## config.mk

```make
export PLATFORM = sky130hd
export DESIGN_NAME = btn_event_decoder
export DESIGN_NICKNAME = d
export VERILOG_FILES = /design/src/rtl/btn_event_decoder.sv
export SDC_FILE = /design/constraint.sdc
export NUM_CORES = 1
export LEC_CHECK = 0
export BUFFER_PORTS_ARGS = -buffer_cell sky130_fd_sc_hd__buf_4
export CORE_ASPECT_RATIO = 0.9
export CORE_MARGIN = 8
export CORE_UTILIZATION = 54
export DETAILED_ROUTE_END_ITERATION = 8
export GPL_ROUTABILITY_DRIVEN = 0
export GPL_TIMING_DRIVEN = 0
export PLACE_DENSITY_LB_ADDON = 0.05
export SLEW_MARGIN = 20
export SYNTH_ARGS = -nofsm -noshare
export SYNTH_HDL_FRONTEND = slang
export SYNTH_SLANG_ARGS = --single-unit
export TNS_END_PERCENT = 30
```

## constraint.sdc

```tcl
create_clock -name clk -period 2.1 [get_ports clk]
set_clock_uncertainty 0.05 [all_clocks]
set_input_delay 0.21 -clock clk [delete_from_list [all_inputs] [get_ports clk]]
set_output_delay 0.21 -clock clk [all_outputs]
set_load 0.005 [all_outputs]
```

## src/rtl/btn_event_decoder.sv

```systemverilog
// rtl/btn_event_decoder.sv - press/release/long-press event pulses, held level and press counter
// Optional double-click detection is compiled in with BTN_DOUBLE_CLICK_EN.
`timescale 1ns/1ps

module btn_event_decoder #(
  parameter int LONG_CYCLES = 100,
  parameter int CNT_W       = 8,
  parameter int DBL_CYCLES  = 50
) (
  input  logic             clk,
  input  logic             rstn,
  input  logic             but_i,
  output logic             press_o,
  output logic             release_o,
  output logic             long_o,
  output logic             held_o,
  output logic [CNT_W-1:0] count_o,
  output logic             dbl_o
);

  localparam int HW = $clog2(LONG_CYCLES + 1);

  typedef enum logic [1:0] {
    IDLE,
    PRESSED,
    LONG_HELD
  } state_t;

  state_t           state_q, state_d;
  logic             prev_q;
  logic [HW-1:0]    hold_cnt_q, hold_cnt_d;
  logic             press_q, press_d;
  logic             release_q, release_d;
  logic             long_q, long_d;
  logic             held_q, held_d;
  logic [CNT_W-1:0] count_q, count_d;
  logic             rising;

  assign rising = but_i & ~prev_q;

  always_ff @(posedge clk) begin
    if (!rstn) begin
      state_q    <= IDLE;
      prev_q     <= 1'b0;
      hold_cnt_q <= '0;
      press_q    <= 1'b0;
      release_q  <= 1'b0;
      long_q     <= 1'b0;
      held_q     <= 1'b0;
      count_q    <= '0;
    end else begin
      state_q    <= state_d;
      prev_q     <= but_i;
      hold_cnt_q <= hold_cnt_d;
      press_q    <= press_d;
      release_q  <= release_d;
      long_q     <= long_d;
      held_q     <= held_d;
      count_q    <= count_d;
    end
  end

  always_comb begin
    state_d    = state_q;
    hold_cnt_d = hold_cnt_q;
    press_d    = 1'b0;
    release_d  = 1'b0;
    long_d     = 1'b0;
    held_d     = held_q;
    count_d    = count_q;
    case (state_q)
      IDLE: begin
        if (rising) begin
          press_d    = 1'b1;
          held_d     = 1'b1;
          count_d    = count_q + CNT_W'(1);
          hold_cnt_d = HW'(1);
          state_d    = PRESSED;
        end
      end
      PRESSED: begin
        if (but_i) begin
          hold_cnt_d = hold_cnt_q + HW'(1);
          // hold_cnt already counts this press's earlier high samples, so this is the LONG_CYCLES-th
          if (hold_cnt_q == HW'(LONG_CYCLES - 1)) begin
            long_d  = 1'b1;
            state_d = LONG_HELD;
          end
        end else begin
          release_d  = 1'b1;
          held_d     = 1'b0;
          hold_cnt_d = '0;
          state_d    = IDLE;
        end
      end
      LONG_HELD: begin
        if (!but_i) begin
          release_d  = 1'b1;
          held_d     = 1'b0;
          hold_cnt_d = '0;
          state_d    = IDLE;
        end
      end
      default: begin
        state_d    = IDLE;
        hold_cnt_d = '0;
        held_d     = 1'b0;
      end
    endcase
  end

  assign press_o   = press_q;
  assign release_o = release_q;
  assign long_o    = long_q;
  assign held_o    = held_q;
  assign count_o   = count_q;

`ifdef BTN_DOUBLE_CLICK_EN
  localparam int GW = $clog2(DBL_CYCLES + 1);

  logic          armed_q, armed_d;
  logic [GW-1:0] gap_cnt_q, gap_cnt_d;
  logic          dbl_q, dbl_d;

  always_ff @(posedge clk) begin
    if (!rstn) begin
      armed_q   <= 1'b0;
      gap_cnt_q <= '0;
      dbl_q     <= 1'b0;
    end else begin
      armed_q   <= armed_d;
      gap_cnt_q <= gap_cnt_d;
      dbl_q     <= dbl_d;
    end
  end

  always_comb begin
    armed_d   = armed_q;
    gap_cnt_d = gap_cnt_q;
    dbl_d     = 1'b0;
    case (state_q)
      IDLE: begin
        if (armed_q) begin
          if (rising) begin
            dbl_d   = (gap_cnt_q < GW'(DBL_CYCLES));
            armed_d = 1'b0;
          end else if (gap_cnt_q == GW'(DBL_CYCLES)) begin
            armed_d = 1'b0;
          end else begin
            gap_cnt_d = gap_cnt_q + GW'(1);
          end
        end
      end
      PRESSED: begin
        if (!but_i) begin
          armed_d   = 1'b1;
          gap_cnt_d = '0;
        end
      end
      LONG_HELD: begin
        if (!but_i) armed_d = 1'b0;
      end
      default: armed_d = 1'b0;
    endcase
  end

  assign dbl_o = dbl_q;
`else
  // Always 0 for any legal DBL_CYCLES; keeps the parameter referenced in this build.
  assign dbl_o = (DBL_CYCLES < 0) ? 1'b1 : 1'b0;
`endif

endmodule

```

==> qor.txt <==
crit start category - flop
total number of vias - 851
CTS buffer count - 3
most common cell after layout, fill and taps aside - dfxtp_1
hold buffer count at cts - 0
Post-synth EDFFs - 0
mean area per synthesized cell - 8.92 um2
starting density of the core - 56.1%
Final Cell Area - 1220 um2
clock latency on the worst-skew pair - 300 ps
post-route setup TNS - 0 ps
fillers - 182
endpoints failing setup - 0
post-synthesis cell type count - 30
Antenna Nets Post-Route - 0
Post-DP Area - 1190 um2
H-tree depth - 1
Resize count post-CTS - 0
post-DR wirelength/cell - 12.1 um
Multi-input gate area - 563 um2
Seq cells post-synth - 22
Post-synth ARST share - 0%
CTS root buf - clkbuf_4
port bufs - 14
share of layout cells above drive strength 1 - 16.2%
largest net degree at the start of global routing - 13
first-pass GRT wire length - 3.33 mm
Setup Buffers After CTS - 0
CTS tree - done
residual DRC count - 0
Synth Flop Type - dfxtp_1
period utilization - 89.0%
Max IR drop VDD - 0.645 mV
Sink Count - 22
P_leak - 0.492 nW
buffer depth of the longest clock path - 2
total gr overflow - 0
Layout Cells excl Fill - 161
die area - 3620 um2
clk slew on worst S/H paths - 120 ps
DP HPWL - 1.46 mm
number of global-route vias before repair - 759
Die X-Extent - 62.5 um
Pwr Total - 837 uW
Post-Synthesis Cells - 118
ANT cells - 0
RSZ-0062 raised after global routing - false
Vias/cell - 5.29
max_slew headroom - 56.4%
worst-case reg-to-reg path depth - 7
Largest stage delay, worst path - 370 ps
area grow syn2layout - 16.4%
sequential-to-total area share from yosys stat - 41.9%
status - complete, no violations
Final Max Slew Viols - 0
initial antenna violation count - 0
Tot GR Track Use - 11.0%
Worst Path Max Fanout - 6
Initial DRC Count - 17
Mapped Nets - 127
Syn Std Cell Area - 1050 um2
Total Wirelength - 1.95 mm
Pre-antenna DRT Iters - 4
Worst-Margin Slew - 647 ps
Max Cap Viol - 0
min-delay worst type - in -> reg
worst hold path stage count - 2
CP required - 2290 ps
Final Hold Vio Count - 0
WP data arrival - 2060 ps
PwrDens - 683 nW/um2
Die Y - 57.9 um
DP Cell Count - 157
Ys Warns - 0
CP Class - reg -> reg
Period minus WS final - 1870 ps
FP Rows - 15
final net count - 146
CP Cell Sequence - inv_1 > ha_1 > and2_1 > buf_6 > a211o_1 > or3_1 > a21oi_1
final core occ - 65.3%
core area - 1880 um2
commonest cells after routing, fill and taps aside - dfxtp_1 (22), buf_4 (16), and2_1 (10)
register area - 440 um2
Top-Level Pins - 16
fmax - 535 MHz
Worst Setup End Kind - flop
Slowest cell on crit path - dfxtp_1
[state kept, by name, indices dropped and copies added, names as in the netlist]
| register | cells |
|---|---|
| release_o | 1 |
| long_o | 1 |
| prev_q | 1 |
| state_q | 2 |
| press_o | 1 |
| hold_cnt_q | 7 |
| count_o | 8 |
| held_o | 1 |
[power by group]
part / switching, mW / internal (mW)
registers: 0.0212 / 0.440
clock network: 0.124 / 0.106
logic: 0.0806 / 0.0651
[worst max-delay path: cells and delay by family (launching register included)]
family | cells | cell delay, ps
AO/OA/AOI/OAI | 2 | 470
adder cells (fa/ha/maj) | 1 | 200
buffers and inverters | 2 | 200
flip-flops | 1 | 370
AND/OR/NAND/NOR | 2 | 510
[cells in the mapped netlist (all sizes together) (2+ instances only)]
| cell type | count | share of area (%) |
|---|---|---|
| nor2 | 8 | 2.9 |
| a211oi | 2 | 1.4 |
| o21ai | 8 | 3.8 |
| nand4 | 3 | 1.8 |
| dfxtp | 22 | 42 |
| a21oi | 5 | 2.4 |
| and3 | 2 | 1.2 |
| buf | 3 | 2.5 |
| xnor2 | 8 | 6.7 |
| inv | 4 | 1.4 |
| nand2 | 9 | 3.2 |
| or3 | 4 | 2.4 |
| nand3 | 7 | 3.3 |
| ha | 6 | 7.1 |
| clkbuf | 2 | 0.71 |
| a21boi | 4 | 2.9 |
| and2 | 10 | 5.9 |
[path summary, 6_finish.rpt]
kind,to,from,slack (ps)
max,hold_cnt_q[5]$_SDFFE_PN0P_,state_q[0]$_SDFFE_PN0P_,230
min,hold_cnt_q[1]$_SDFFE_PN0P_,rstn,150
max reg2reg,hold_cnt_q[5]$_SDFFE_PN0P_,state_q[0]$_SDFFE_PN0P_,230
min reg2reg,state_q[0]$_SDFFE_PN0P_,state_q[0]$_SDFFE_PN0P_,450
[per-stage QoR]
stage | setup WS, ps | hold slack (ps)
finish | 231 | 154
global route | 146 | 143
CTS | 222 | 144
detailed placement | 243 | 428
global placement | 292 | 425
floorplan | 367 | 309
[cells by family (layout without fill, tap and decap cells)]
kind of cell / after synthesis / count (layout) / share of synthesized area, %
compound gates: 22 / 22 / 12.7
simple gates: 49 / 49 / 25.7
fa+ha+maj: 6 / 6 / 7.13
other cells: 1 / 1 / 0.356
mux: 1 / 1 / 0.951
flops: 22 / 22 / 41.9
xor+xnor: 8 / 8 / 6.66
buf+inv: 9 / 27 / 4.64
[cell type report]
class / instances / share of cell area, %
clock buffers: 4 / 2.96
repair buffers: 14 / 8.58
plain buffers: 5 / 2.76
inverters: 4 / 1.23
multi-input cells: 87 / 46.0
flip-flops and latches: 22 / 36.0
well taps: 25 / 2.55
[per-layer routing]
layer | wire length, um | up-vias | global-route usage (%)
li1 | - | 443 | -
met1 | 974 | 388 | 14.1
met2 | 828 | 18 | 16.4
met3 | 128 | 2 | 5.38
met4 | 15 | 0 | 1.95
met5 | 0 | - | 0
Power figures use the tool's default switching activity.
